### config.mk
export PLATFORM = sky130hd
export DESIGN_NAME = pipeline_hazard_ctrl_flat
export DESIGN_NICKNAME = d
export VERILOG_FILES = /design/src/rtl/hazard_pkg.sv /design/src/rtl/pipeline_hazard_ctrl_if.sv /design/src/rtl/hazard_stage_tag.sv /design/src/rtl/pipeline_hazard_ctrl.sv /design/src/flat_wrapper.sv
export SDC_FILE = /design/constraint.sdc
export NUM_CORES = 1
export LEC_CHECK = 0
export CORE_MARGIN = 2
export CORE_UTILIZATION = 35
export CTS_BUF_LIST = sky130_fd_sc_hd__clkbuf_8
export DETAILED_ROUTE_END_ITERATION = 8
export REMOVE_ABC_BUFFERS = 1
export SKIP_LAST_GASP = 1
export SYNTH_ARGS = -nofsm -noshare
export SYNTH_HDL_FRONTEND = slang
export SYNTH_SLANG_ARGS = --single-unit
### constraint.sdc
create_clock -name clk -period 2.02 [get_ports clk]
set_input_delay 0.202 -clock clk [delete_from_list [all_inputs] [get_ports clk]]
set_output_delay 0.202 -clock clk [all_outputs]
set_load 0.02 [all_outputs]
### src/rtl/hazard_pkg.sv
// Purpose: shared types and constants for the pipeline hazard controller.
// Latency: n/a (types, constants and one pure helper function).
// Backpressure: n/a.
package hazard_pkg;

    // Tag address fields are stored at a fixed width so one struct fits
    // every REG_ADDR_W up to 8. Narrower addresses are zero-extended.
    localparam int TAG_ADDR_W = 8;

    // R15 is the PC. It is never a hazard or forwarding target.
    localparam logic [TAG_ADDR_W-1:0] PC_REG = TAG_ADDR_W'(15);

    localparam logic [1:0] FWD_RF  = 2'b00;
    localparam logic [1:0] FWD_MEM = 2'b01;
    localparam logic [1:0] FWD_WB  = 2'b10;

    typedef enum logic {
        RUN      = 1'b0,
        LU_STALL = 1'b1
    } hz_state_t;

    typedef struct packed {
        logic                  valid;
        logic [TAG_ADDR_W-1:0] dst;
        logic                  reg_write;
        logic                  is_load;
        logic [TAG_ADDR_W-1:0] src1;
        logic                  src1_used;
        logic [TAG_ADDR_W-1:0] src2;
        logic                  src2_used;
    } stage_tag_t;

    // Producer stage s writes the register that a consumer reads through 'addr'.
    function automatic logic tag_match(stage_tag_t s, logic [TAG_ADDR_W-1:0] addr, logic used);
        return s.valid && s.reg_write && used && (s.dst == addr) && (addr != PC_REG);
    endfunction

endpackage

### src/rtl/pipeline_hazard_ctrl_if.sv
// Purpose: ID-stage tags and pipeline status in; stall, flush, freeze and forwarding selects out.
// Latency: n/a (signal bundle only).
// Backpressure: n/a. The pipeline side is master; the controller uses the slave modport.
interface pipeline_hazard_ctrl_if #(
    parameter int REG_ADDR_W = 4
);
    logic                  id_valid;
    logic [REG_ADDR_W-1:0] id_src1_addr;
    logic [REG_ADDR_W-1:0] id_src2_addr;
    logic                  id_src1_used;
    logic                  id_src2_used;
    logic [REG_ADDR_W-1:0] id_dst_addr;
    logic                  id_reg_write;
    logic                  id_mem_to_reg;
    logic                  ex_branch_taken;
    logic                  mem_busy;
    logic                  pc_stall;
    logic                  if_id_stall;
    logic                  if_id_flush;
    logic                  id_ex_flush;
    logic                  pipe_freeze;
    logic [1:0]            fwd_a_sel;
    logic [1:0]            fwd_b_sel;

    modport master (
        output id_valid, id_src1_addr, id_src2_addr, id_src1_used, id_src2_used,
               id_dst_addr, id_reg_write, id_mem_to_reg, ex_branch_taken, mem_busy,
        input  pc_stall, if_id_stall, if_id_flush, id_ex_flush, pipe_freeze,
               fwd_a_sel, fwd_b_sel
    );

    modport slave (
        input  id_valid, id_src1_addr, id_src2_addr, id_src1_used, id_src2_used,
               id_dst_addr, id_reg_write, id_mem_to_reg, ex_branch_taken, mem_busy,
        output pc_stall, if_id_stall, if_id_flush, id_ex_flush, pipe_freeze,
               fwd_a_sel, fwd_b_sel
    );
endinterface

### src/rtl/hazard_stage_tag.sv
// Purpose: one shadow pipeline stage of register tags. Ports: clk, reset (async active-low), hold, bubble, load, d, q.
// Latency: 1 cycle from d to q.
// Backpressure: hold keeps q and has priority; otherwise bubble clears q, or load captures d.
module hazard_stage_tag
    import hazard_pkg::*;
(
    input  logic       clk,
    input  logic       reset,
    input  logic       hold,
    input  logic       bubble,
    input  logic       load,
    input  stage_tag_t d,
    output stage_tag_t q
);

    always_ff @(posedge clk or negedge reset) begin
        if (!reset) begin
            q <= '0;
        end else if (!hold) begin
            if (bubble) begin
                q <= '0;
            end else if (load) begin
                q <= d;
            end
        end
    end

endmodule

### src/rtl/pipeline_hazard_ctrl.sv
// Purpose: load-use stall, branch flush, memory freeze and EX forwarding selects for the 5-stage pipe.
//          Ports: clk, reset (async active-low), hz (slave modport of pipeline_hazard_ctrl_if).
// Latency: stall/flush/freeze are combinational in the same cycle; forwarding selects come from registered shadows.
// Backpressure: mem_busy freezes the shadows and the FSM, and overrides every flush.
module pipeline_hazard_ctrl
    import hazard_pkg::*;
#(
    parameter int REG_ADDR_W      = 4,  // at most TAG_ADDR_W
    parameter int LOAD_USE_STALLS = 1   // 1..7
) (
    input  logic                 clk,
    input  logic                 reset,
    pipeline_hazard_ctrl_if.slave hz
);

    localparam logic [2:0] CNT_LOAD = 3'(LOAD_USE_STALLS - 1);

    stage_tag_t id_tag;
    stage_tag_t ex_q;
    stage_tag_t mem_q;
    stage_tag_t wb_q;
    hz_state_t  state;
    logic [2:0] cnt;
    logic       load_use;
    logic       stall_req;
    logic       id_accept;

    always_comb begin
        id_tag           = '0;
        id_tag.valid     = hz.id_valid;
        id_tag.dst       = TAG_ADDR_W'(hz.id_dst_addr);
        id_tag.reg_write = hz.id_reg_write;
        id_tag.is_load   = hz.id_mem_to_reg;
        id_tag.src1      = TAG_ADDR_W'(hz.id_src1_addr);
        id_tag.src1_used = hz.id_src1_used;
        id_tag.src2      = TAG_ADDR_W'(hz.id_src2_addr);
        id_tag.src2_used = hz.id_src2_used;
    end

    assign load_use  = hz.id_valid && ex_q.is_load &&
                       (tag_match(ex_q, id_tag.src1, id_tag.src1_used) ||
                        tag_match(ex_q, id_tag.src2, id_tag.src2_used));
    assign stall_req = (state == LU_STALL) || load_use;

    // Priority: memory wait, then branch, then load-use stall.
    always_comb begin
        hz.pc_stall    = 1'b0;
        hz.if_id_stall = 1'b0;
        hz.if_id_flush = 1'b0;
        hz.id_ex_flush = 1'b0;
        hz.pipe_freeze = 1'b0;
        if (hz.mem_busy) begin
            hz.pipe_freeze = 1'b1;
            hz.pc_stall    = 1'b1;
            hz.if_id_stall = 1'b1;
        end else if (hz.ex_branch_taken) begin
            hz.if_id_flush = 1'b1;
            hz.id_ex_flush = 1'b1;
        end else if (stall_req) begin
            hz.pc_stall    = 1'b1;
            hz.if_id_stall = 1'b1;
            hz.id_ex_flush = 1'b1;
        end
    end

    // ID enters EX only when nothing stalls or flushes it; otherwise EX takes a bubble.
    assign id_accept = hz.id_valid && !hz.mem_busy && !hz.ex_branch_taken && !stall_req;

    hazard_stage_tag u_ex (
        .clk(clk), .reset(reset), .hold(hz.mem_busy), .bubble(!id_accept),
        .load(id_accept), .d(id_tag), .q(ex_q)
    );
    hazard_stage_tag u_mem (
        .clk(clk), .reset(reset), .hold(hz.mem_busy), .bubble(1'b0),
        .load(1'b1), .d(ex_q), .q(mem_q)
    );
    // WB drains while frozen, because MEM/WB takes a bubble.
    hazard_stage_tag u_wb (
        .clk(clk), .reset(reset), .hold(1'b0), .bubble(hz.mem_busy),
        .load(1'b1), .d(mem_q), .q(wb_q)
    );

    always_ff @(posedge clk or negedge reset) begin
        if (!reset) begin
            state <= RUN;
            cnt   <= '0;
        end else if (!hz.mem_busy) begin
            if (hz.ex_branch_taken) begin
                state <= RUN;
                cnt   <= '0;
            end else begin
                case (state)
                    RUN: begin
                        if (load_use && (LOAD_USE_STALLS > 1)) begin
                            state <= LU_STALL;
                            cnt   <= CNT_LOAD;
                        end
                    end
                    LU_STALL: begin
                        cnt <= cnt - 3'd1;
                        if (cnt == 3'd1) begin
                            state <= RUN;
                        end
                    end
                    default: state <= RUN;
                endcase
            end
        end
    end

    // The newest producer wins. A load sitting in MEM has no value yet, so it is skipped.
    function automatic logic [1:0] fwd_pick(logic [TAG_ADDR_W-1:0] src, logic used);
        if (tag_match(mem_q, src, used) && !mem_q.is_load) begin
            return FWD_MEM;
        end else if (tag_match(wb_q, src, used)) begin
            return FWD_WB;
        end
        return FWD_RF;
    endfunction

    assign hz.fwd_a_sel = fwd_pick(ex_q.src1, ex_q.src1_used);
    assign hz.fwd_b_sel = fwd_pick(ex_q.src2, ex_q.src2_used);

    // Source tags of the later stages are carried only to keep every stage identical.
    logic unused_tag_bits;
    assign unused_tag_bits = ^{mem_q.src1, mem_q.src1_used, mem_q.src2, mem_q.src2_used,
                               wb_q.src1, wb_q.src1_used, wb_q.src2, wb_q.src2_used,
                               wb_q.is_load, ex_q.valid};

endmodule

### src/flat_wrapper.sv
// flat-port wrapper written by rule: the top's interface ports become plain ports
module pipeline_hazard_ctrl_flat import hazard_pkg::*;
#(
    parameter int REG_ADDR_W      = 4,                       
    parameter int LOAD_USE_STALLS = 1          
)
  (clk, reset, hz_id_valid, hz_id_src1_addr, hz_id_src2_addr, hz_id_src1_used, hz_id_src2_used, hz_id_dst_addr, hz_id_reg_write, hz_id_mem_to_reg, hz_ex_branch_taken, hz_mem_busy, hz_pc_stall, hz_if_id_stall, hz_if_id_flush, hz_id_ex_flush, hz_pipe_freeze, hz_fwd_a_sel, hz_fwd_b_sel);
  pipeline_hazard_ctrl_if #(.REG_ADDR_W(REG_ADDR_W)) hz_i ();
  input  logic clk;
  input  logic reset;
  input wire logic [$bits(hz_i.id_valid)-1:0] hz_id_valid;
  input wire logic [$bits(hz_i.id_src1_addr)-1:0] hz_id_src1_addr;
  input wire logic [$bits(hz_i.id_src2_addr)-1:0] hz_id_src2_addr;
  input wire logic [$bits(hz_i.id_src1_used)-1:0] hz_id_src1_used;
  input wire logic [$bits(hz_i.id_src2_used)-1:0] hz_id_src2_used;
  input wire logic [$bits(hz_i.id_dst_addr)-1:0] hz_id_dst_addr;
  input wire logic [$bits(hz_i.id_reg_write)-1:0] hz_id_reg_write;
  input wire logic [$bits(hz_i.id_mem_to_reg)-1:0] hz_id_mem_to_reg;
  input wire logic [$bits(hz_i.ex_branch_taken)-1:0] hz_ex_branch_taken;
  input wire logic [$bits(hz_i.mem_busy)-1:0] hz_mem_busy;
  output wire logic [$bits(hz_i.pc_stall)-1:0] hz_pc_stall;
  output wire logic [$bits(hz_i.if_id_stall)-1:0] hz_if_id_stall;
  output wire logic [$bits(hz_i.if_id_flush)-1:0] hz_if_id_flush;
  output wire logic [$bits(hz_i.id_ex_flush)-1:0] hz_id_ex_flush;
  output wire logic [$bits(hz_i.pipe_freeze)-1:0] hz_pipe_freeze;
  output wire logic [$bits(hz_i.fwd_a_sel)-1:0] hz_fwd_a_sel;
  output wire logic [$bits(hz_i.fwd_b_sel)-1:0] hz_fwd_b_sel;
  assign hz_i.id_valid = hz_id_valid;
  assign hz_i.id_src1_addr = hz_id_src1_addr;
  assign hz_i.id_src2_addr = hz_id_src2_addr;
  assign hz_i.id_src1_used = hz_id_src1_used;
  assign hz_i.id_src2_used = hz_id_src2_used;
  assign hz_i.id_dst_addr = hz_id_dst_addr;
  assign hz_i.id_reg_write = hz_id_reg_write;
  assign hz_i.id_mem_to_reg = hz_id_mem_to_reg;
  assign hz_i.ex_branch_taken = hz_ex_branch_taken;
  assign hz_i.mem_busy = hz_mem_busy;
  assign hz_pc_stall = hz_i.pc_stall;
  assign hz_if_id_stall = hz_i.if_id_stall;
  assign hz_if_id_flush = hz_i.if_id_flush;
  assign hz_id_ex_flush = hz_i.id_ex_flush;
  assign hz_pipe_freeze = hz_i.pipe_freeze;
  assign hz_fwd_a_sel = hz_i.fwd_a_sel;
  assign hz_fwd_b_sel = hz_i.fwd_b_sel;
  pipeline_hazard_ctrl #(.REG_ADDR_W(REG_ADDR_W), .LOAD_USE_STALLS(LOAD_USE_STALLS)) u_core (.clk(clk), .reset(reset), .hz(hz_i));
endmodule
### Word level (Yosys, flattened, before mapping)

Index checks and enable logic that the tools add are counted.

| storage, ports and cells | value |
|---|---|
| bits in registers | 72 |
| output and inout bits | 9 |
| logic and storage cells | 95 |
| bits of input ports | 21 |

| operators by class | value |
|---|---|
| reduce and logical (&&, ||, !) cells | 36 |
| muxes and demuxes | 25 |
| equal/unequal tests | 11 |
| bitwise gates (word level) | 1 |
| $add $sub $neg | 1 |

Operator list:

| cell | count |
|---|---|
| $mux W29 | 2 |
| $eq A8 B8 Y1 | 4 |
| $logic_and A1 B1 Y1 | 28 |
| $eq A8 B4 Y1 | 2 |
| $ne A8 B4 Y1 const B | 2 |
| $mux W1 | 15 |
| $mux W2 | 6 |
| $ne A4 B4 Y1 const B | 2 |
| $mux W3 | 2 |
| $logic_not A1 Y1 | 4 |
| $eq A3 B1 Y1 const B | 1 |
| $sub A3 B1 Y3 const B | 1 |
| $logic_or A1 B1 Y1 | 2 |
| $reduce_and A2 Y1 | 1 |
| $reduce_bool A2 Y1 | 1 |
| $not A1 Y1 | 1 |

### Longest topological paths before layout

| logic depth | value |
|---|---|
| depth after elaboration | 10 |
| mapped depth | 7 |
| mapped depth without buffers | 6 |

### Hierarchy

Synthesis repeated with hierarchy kept, for this count alone.

| unflattened totals | value |
|---|---|
| cells, all modules | 595 |
| area total of the unflattened synthesis | 5581.6 um2 |

By module, submodules not included:

| module | cells each | instances | area an instance (um2) |
|---|---|---|---|
| hazard_stage_tag | 161 | 3 | 1575.3 |
| pipeline_hazard_ctrl | 112 | 1 | 855.8 |

### Worst setup path before layout

OpenSTA, ideal clock, no wires.

| path | value |
|---|---|
| path type | reg2out |
| from | register u_core.u_ex.q[23] in the netlist's numbering |
| to | output hz_pc_stall |
| stages on the path, launching flop included | 6 |
| arrival | 1786 ps |
| required time | 1818 ps |
| path slack | 32 ps |
| cells stage by stage | dfrtp_1 xor2_1 or4_4 o22ai_1 o31a_1 buf_4 |

| between the ends | value |
|---|---|
| cells in the longest elaborated chain, start to end | 9 |

Ends and longest elaborated chain:

| element | line | RTL |
|---|---|---|
| from (decl) | hazard_stage_tag.sv:13 | `output stage_tag_t q` |
| from (signal assigned) | hazard_stage_tag.sv:18 | `q <= '0;` |
| from (signal assigned) | hazard_stage_tag.sv:21 | `q <= '0;` |
| from (signal assigned) | hazard_stage_tag.sv:23 | `q <= d;` |
| $eq A8 B4 Y1 | hazard_pkg.sv:35 | `return s.valid && s.reg_write && used && (s.dst == addr) && (addr != PC_REG);` |
| $logic_and A1 B1 Y1 (2 in series) | hazard_pkg.sv:35 |  |
| $logic_or A1 B1 Y1 (*) | pipeline_hazard_ctrl.sv:41 | `(tag_match(ex_q, id_tag.src1, id_tag.src1_used) \|\|` |
| $logic_and A1 B1 Y1 (*) | pipeline_hazard_ctrl.sv:40 | `assign load_use = hz.id_valid && ex_q.is_load &&` |
| $logic_or A1 B1 Y1 (*) | pipeline_hazard_ctrl.sv:43 | `assign stall_req = (state == LU_STALL) \|\| load_use;` |
| $mux W1 (*) (3 in series) | - |  |
| to (decl) | flat_wrapper.sv:21 | `output wire logic [$bits(hz_i.pc_stall)-1:0] hz_pc_stall;` |

Every way passes the cells marked *; elsewhere a longest branch is shown, timed or not.

### Worst setup path in the final report

| path | value |
|---|---|
| from | register u_core.u_ex.q[23] in the netlist's numbering |
| to | output hz_if_id_stall |

| between the ends | value |
|---|---|
| cells in the longest elaborated chain, start to end | 9 |

Ends and longest elaborated chain:

| element | line | RTL |
|---|---|---|
| $eq A8 B4 Y1 | hazard_pkg.sv:35 |  |
| $logic_and A1 B1 Y1 (2 in series) | hazard_pkg.sv:35 |  |
| $logic_or A1 B1 Y1 (*) | pipeline_hazard_ctrl.sv:41 |  |
| $logic_and A1 B1 Y1 (*) | pipeline_hazard_ctrl.sv:40 |  |
| $logic_or A1 B1 Y1 (*) | pipeline_hazard_ctrl.sv:43 |  |
| $mux W1 (*) | pipeline_hazard_ctrl.sv:59 | `end else if (stall_req) begin` |
| $mux W1 (*) | pipeline_hazard_ctrl.sv:56 | `end else if (hz.ex_branch_taken) begin` |
| $mux W1 (*) | pipeline_hazard_ctrl.sv:52 | `if (hz.mem_busy) begin` |
| to (decl) | flat_wrapper.sv:22 | `output wire logic [$bits(hz_i.if_id_stall)-1:0] hz_if_id_stall;` |

Marks and branches as above.

==> out/results.tsv <==
metric	value	unit
status	finished, violations left	
violations	setup timing	
drt_first_pass_iters	4	
hold_viol_final	0	
stdcell_count	301	
syn_area	1760	um^2
crit_arrival	1910	ps
start_util	36.8	%
numCtsBuffers	5	
hp-class	primary input to asynchronous set/reset pin	
finalMaxSlewViolations	0	
synth-adder-area-share	1.42	%
crit_path_end_kind	primary output	
dieArea	5620	um^2
synth_seq_cells	34	
place_area	2260	um^2
fmax	473	MHz
htree_levels	2	
irDropWorstVdd	482	uV
n_antenna_cell	0	
ant_nets	0	
worst-setup-path-type	flop to primary output	
cp_slowest_cell	or4_4	
p_leak	1.03	nW
r2r_setup_slack	20	ps
synth.avg_cell_area	9.63	um^2
clk_latency	290	ps
dieHeight	75.0	um
synth-simple-area-share	19.4	%
track_usage	16.8	%
skew	8.51	ps
crit_path_cell_trace	xor2_1 > or4_4 > o22ai_4 > o31a_1 > buf_4	
power_density	649	nW/um^2
routed_wl	4.00	mm
fin_ws	-94.6	ps
synth_compound_area_share	10.2	%
finalNetCount	256	
stdcell_area	2380	um^2
slowest_delay	550	ps
clk_pin_slew	70	ps
dieWidth	75.0	um
worstMarginPinSlew	425	ps
grt_overflow	0	
drc	0	
slew_headroom	71.7	%
vias	1418	
drive_above_1_share	20.5	%
cts-root-buf	clkbuf_8	
worstPathRequired	1820	ps
clkSinkCount	34	
grt_start_max_net_pins	35	
post-route-min-period	2110	ps
num_rows	25	
startpoint_type	flop	
portBuffers	29	
grt_pass1_wl	7.08	mm
synth_top_family_by_area	simple AND/OR/NAND/NOR gates	
cts_tree	built	
dp.cells	291	
synthMuxAreaShare	4.47	%
cts_max_path_buffers	2	
grt_pass1_vias	1446	
area_growth	35.2	%
rsz0062_at_grt	yes	
pin_count	30	
yosysSeqAreaShare	48.3	%
hpwlAfterDp	3.03	mm
routedWlPerCell	13.3	um
synth-warning-count	0	
setup_viol	3	
netlist_instances	183	
path_max_fanout	4	
cap_viol_max_count	0	
drt_iter0_markers	90	
core_area	4790	um^2
min_period_over_period	105	%
gp_congestion	0.770	
synthXorXnorAreaFrac	11.9	%
synthDistinctLibCells	29	
holdWs	320	ps
antenna_found_initial	0	
viasPerCell	4.71	
==> sequential cells by signal, indices dropped and copies added (netlist names) <==
signal / count
u_core.u_mem.q: 7
u_core.cnt: 3
u_core.state: 1
u_core.u_wb.q: 6
u_core.u_ex.q: 17
==> kinds of logic (layout without fill, tap and decap cells) <==
family | Yosys count | after routing
buffers and inverters | 16 | 67
adders and majority gates | 2 | 2
and+or+nand+nor | 71 | 71
AOI/OAI and AO/OA | 29 | 29
xor gates and xnor gates | 24 | 24
muxes | 7 | 7
DFF | 34 | 34
==> cells in the final DEF, fill, tap and decap left out, drive strengths merged <==
master	count
mux2	7
o21ai	18
dlygate4sd2	4
nand4	6
clkinv	1
nand3	10
buf	27
clkbuf	6
xnor2	16
a21oi	2
or4	2
o31a	2
clkinvlp	1
and3b	1
dfrtp	34
nor2b	6
ha	2
nand2	39
o21a	1
o22ai	4
and3	1
clkdlybuf4s50	22
o31ai	1
xor2	8
o22a	1
inv	6
nor4	3
nor2	1
nor3	2
==> synthesized netlist by cell type, drive strengths merged <==
master / count / area [um^2]
nand3: 10 / 50.1
clkbuf: 6 / 22.5
dfrtp: 34 / 851
nor2b: 6 / 37.5
nand4: 6 / 37.5
and3b: 1 / 8.76
xor2: 8 / 70.1
o31a: 2 / 17.5
buf: 4 / 31.3
nor3: 2 / 10.0
nand2: 39 / 146
o21a: 1 / 7.51
o31ai: 1 / 7.51
xnor2: 16 / 140
ha: 2 / 25.0
mux2: 7 / 78.8
nor4: 3 / 18.8
a21oi: 2 / 10.0
o21ai: 18 / 90.1
inv: 6 / 22.5
o22ai: 4 / 38.8
nor2: 1 / 3.75
and3: 1 / 6.26
o22a: 1 / 8.76
or4: 2 / 22.5
==> worst max-delay path: cells and delay by family (launching register included) <==
family,cells,cell delay [ps]
flip-flops,1,420
buffers and inverters,1,150
AO/OA/AOI/OAI,2,330
AND/OR/NAND/NOR,1,550
XOR/XNOR,1,180
==> timing repair <==
| item | 4_1_cts | 5_1_grt |
|---|---|---|
| pin swaps | 4 | 2 |
| buffers inserted | 1 | 1 |
| cloned | 0 | 0 |
| endpoints found under the setup margin | 7 | 4 |
| hold buffers | 0 | 0 |
| gates resized for setup | 21 | 2 |
==> power by group <==
group	switching [mW]	internal [mW]	total (mW)	leakage [nW]
Combinational	0.110	0.138	0.248	0.523
Clock	0.254	0.274	0.528	0.0472
Sequential	0.0466	0.723	0.770	0.459
Total	0.411	1.14	1.55	1.03
==> layout make-up <==
cell class                      instances  area (um^2)
Clock inverter                          2         12.5
Clock buffer                            6         82.6
Sequential cell                        34          851
Timing Repair Buffer                   53          470
Tap cell                               67         83.8
Multi-Input combinational cell        133          861
Inverter                                6         22.5
Fill cell                             480         2400
==> worst paths after layout <==
| kind | from | end | cells after the start |
|---|---|---|---|
| setup / recovery | u_core.u_ex.q[23] | hz_if_id_stall | 5 |
| hold / removal | reset | u_core.u_ex.q[22] | 2 |
| setup reg to reg | u_core.u_ex.q[23] | u_core.u_ex.q[4] | 7 |
| hold reg to reg | u_core.u_ex.q[0] | u_core.u_ex.q[0] | 2 |
| max in group asynchronous | reset | u_core.u_ex.q[9] | 2 |
| min in group clk | hz_id_dst_addr[0] | u_core.u_ex.q[20] | 3 |
==> through the flow <==
step	setup TNS [ps]	power, mW	worst slack [ps]	util (%)
after floorplan	0	0.887	98.8	-
after global placement	-2370	1.03	-533	47.2
after detailed placement	-2680	1.03	-572	47.2
after CTS	-433	1.56	-178	49.5
after global routing	-1370	1.62	-158	49.8
final	-253	1.55	-94.6	49.8
==> layer usage <==
metal | vias to the layer above | global-route usage [%] | wire [um] | part of all wire, %
li1 | 725 | - | - | -
met5 | - | 0 | 0 | 0
met2 | 22 | 27.0 | 1920 | 48
met1 | 667 | 23.3 | 1930 | 48
met3 | 4 | 4.02 | 120 | 3.0
met4 | 0 | 3.57 | 37 | 0.92
(Power assumes the default switching activity.)
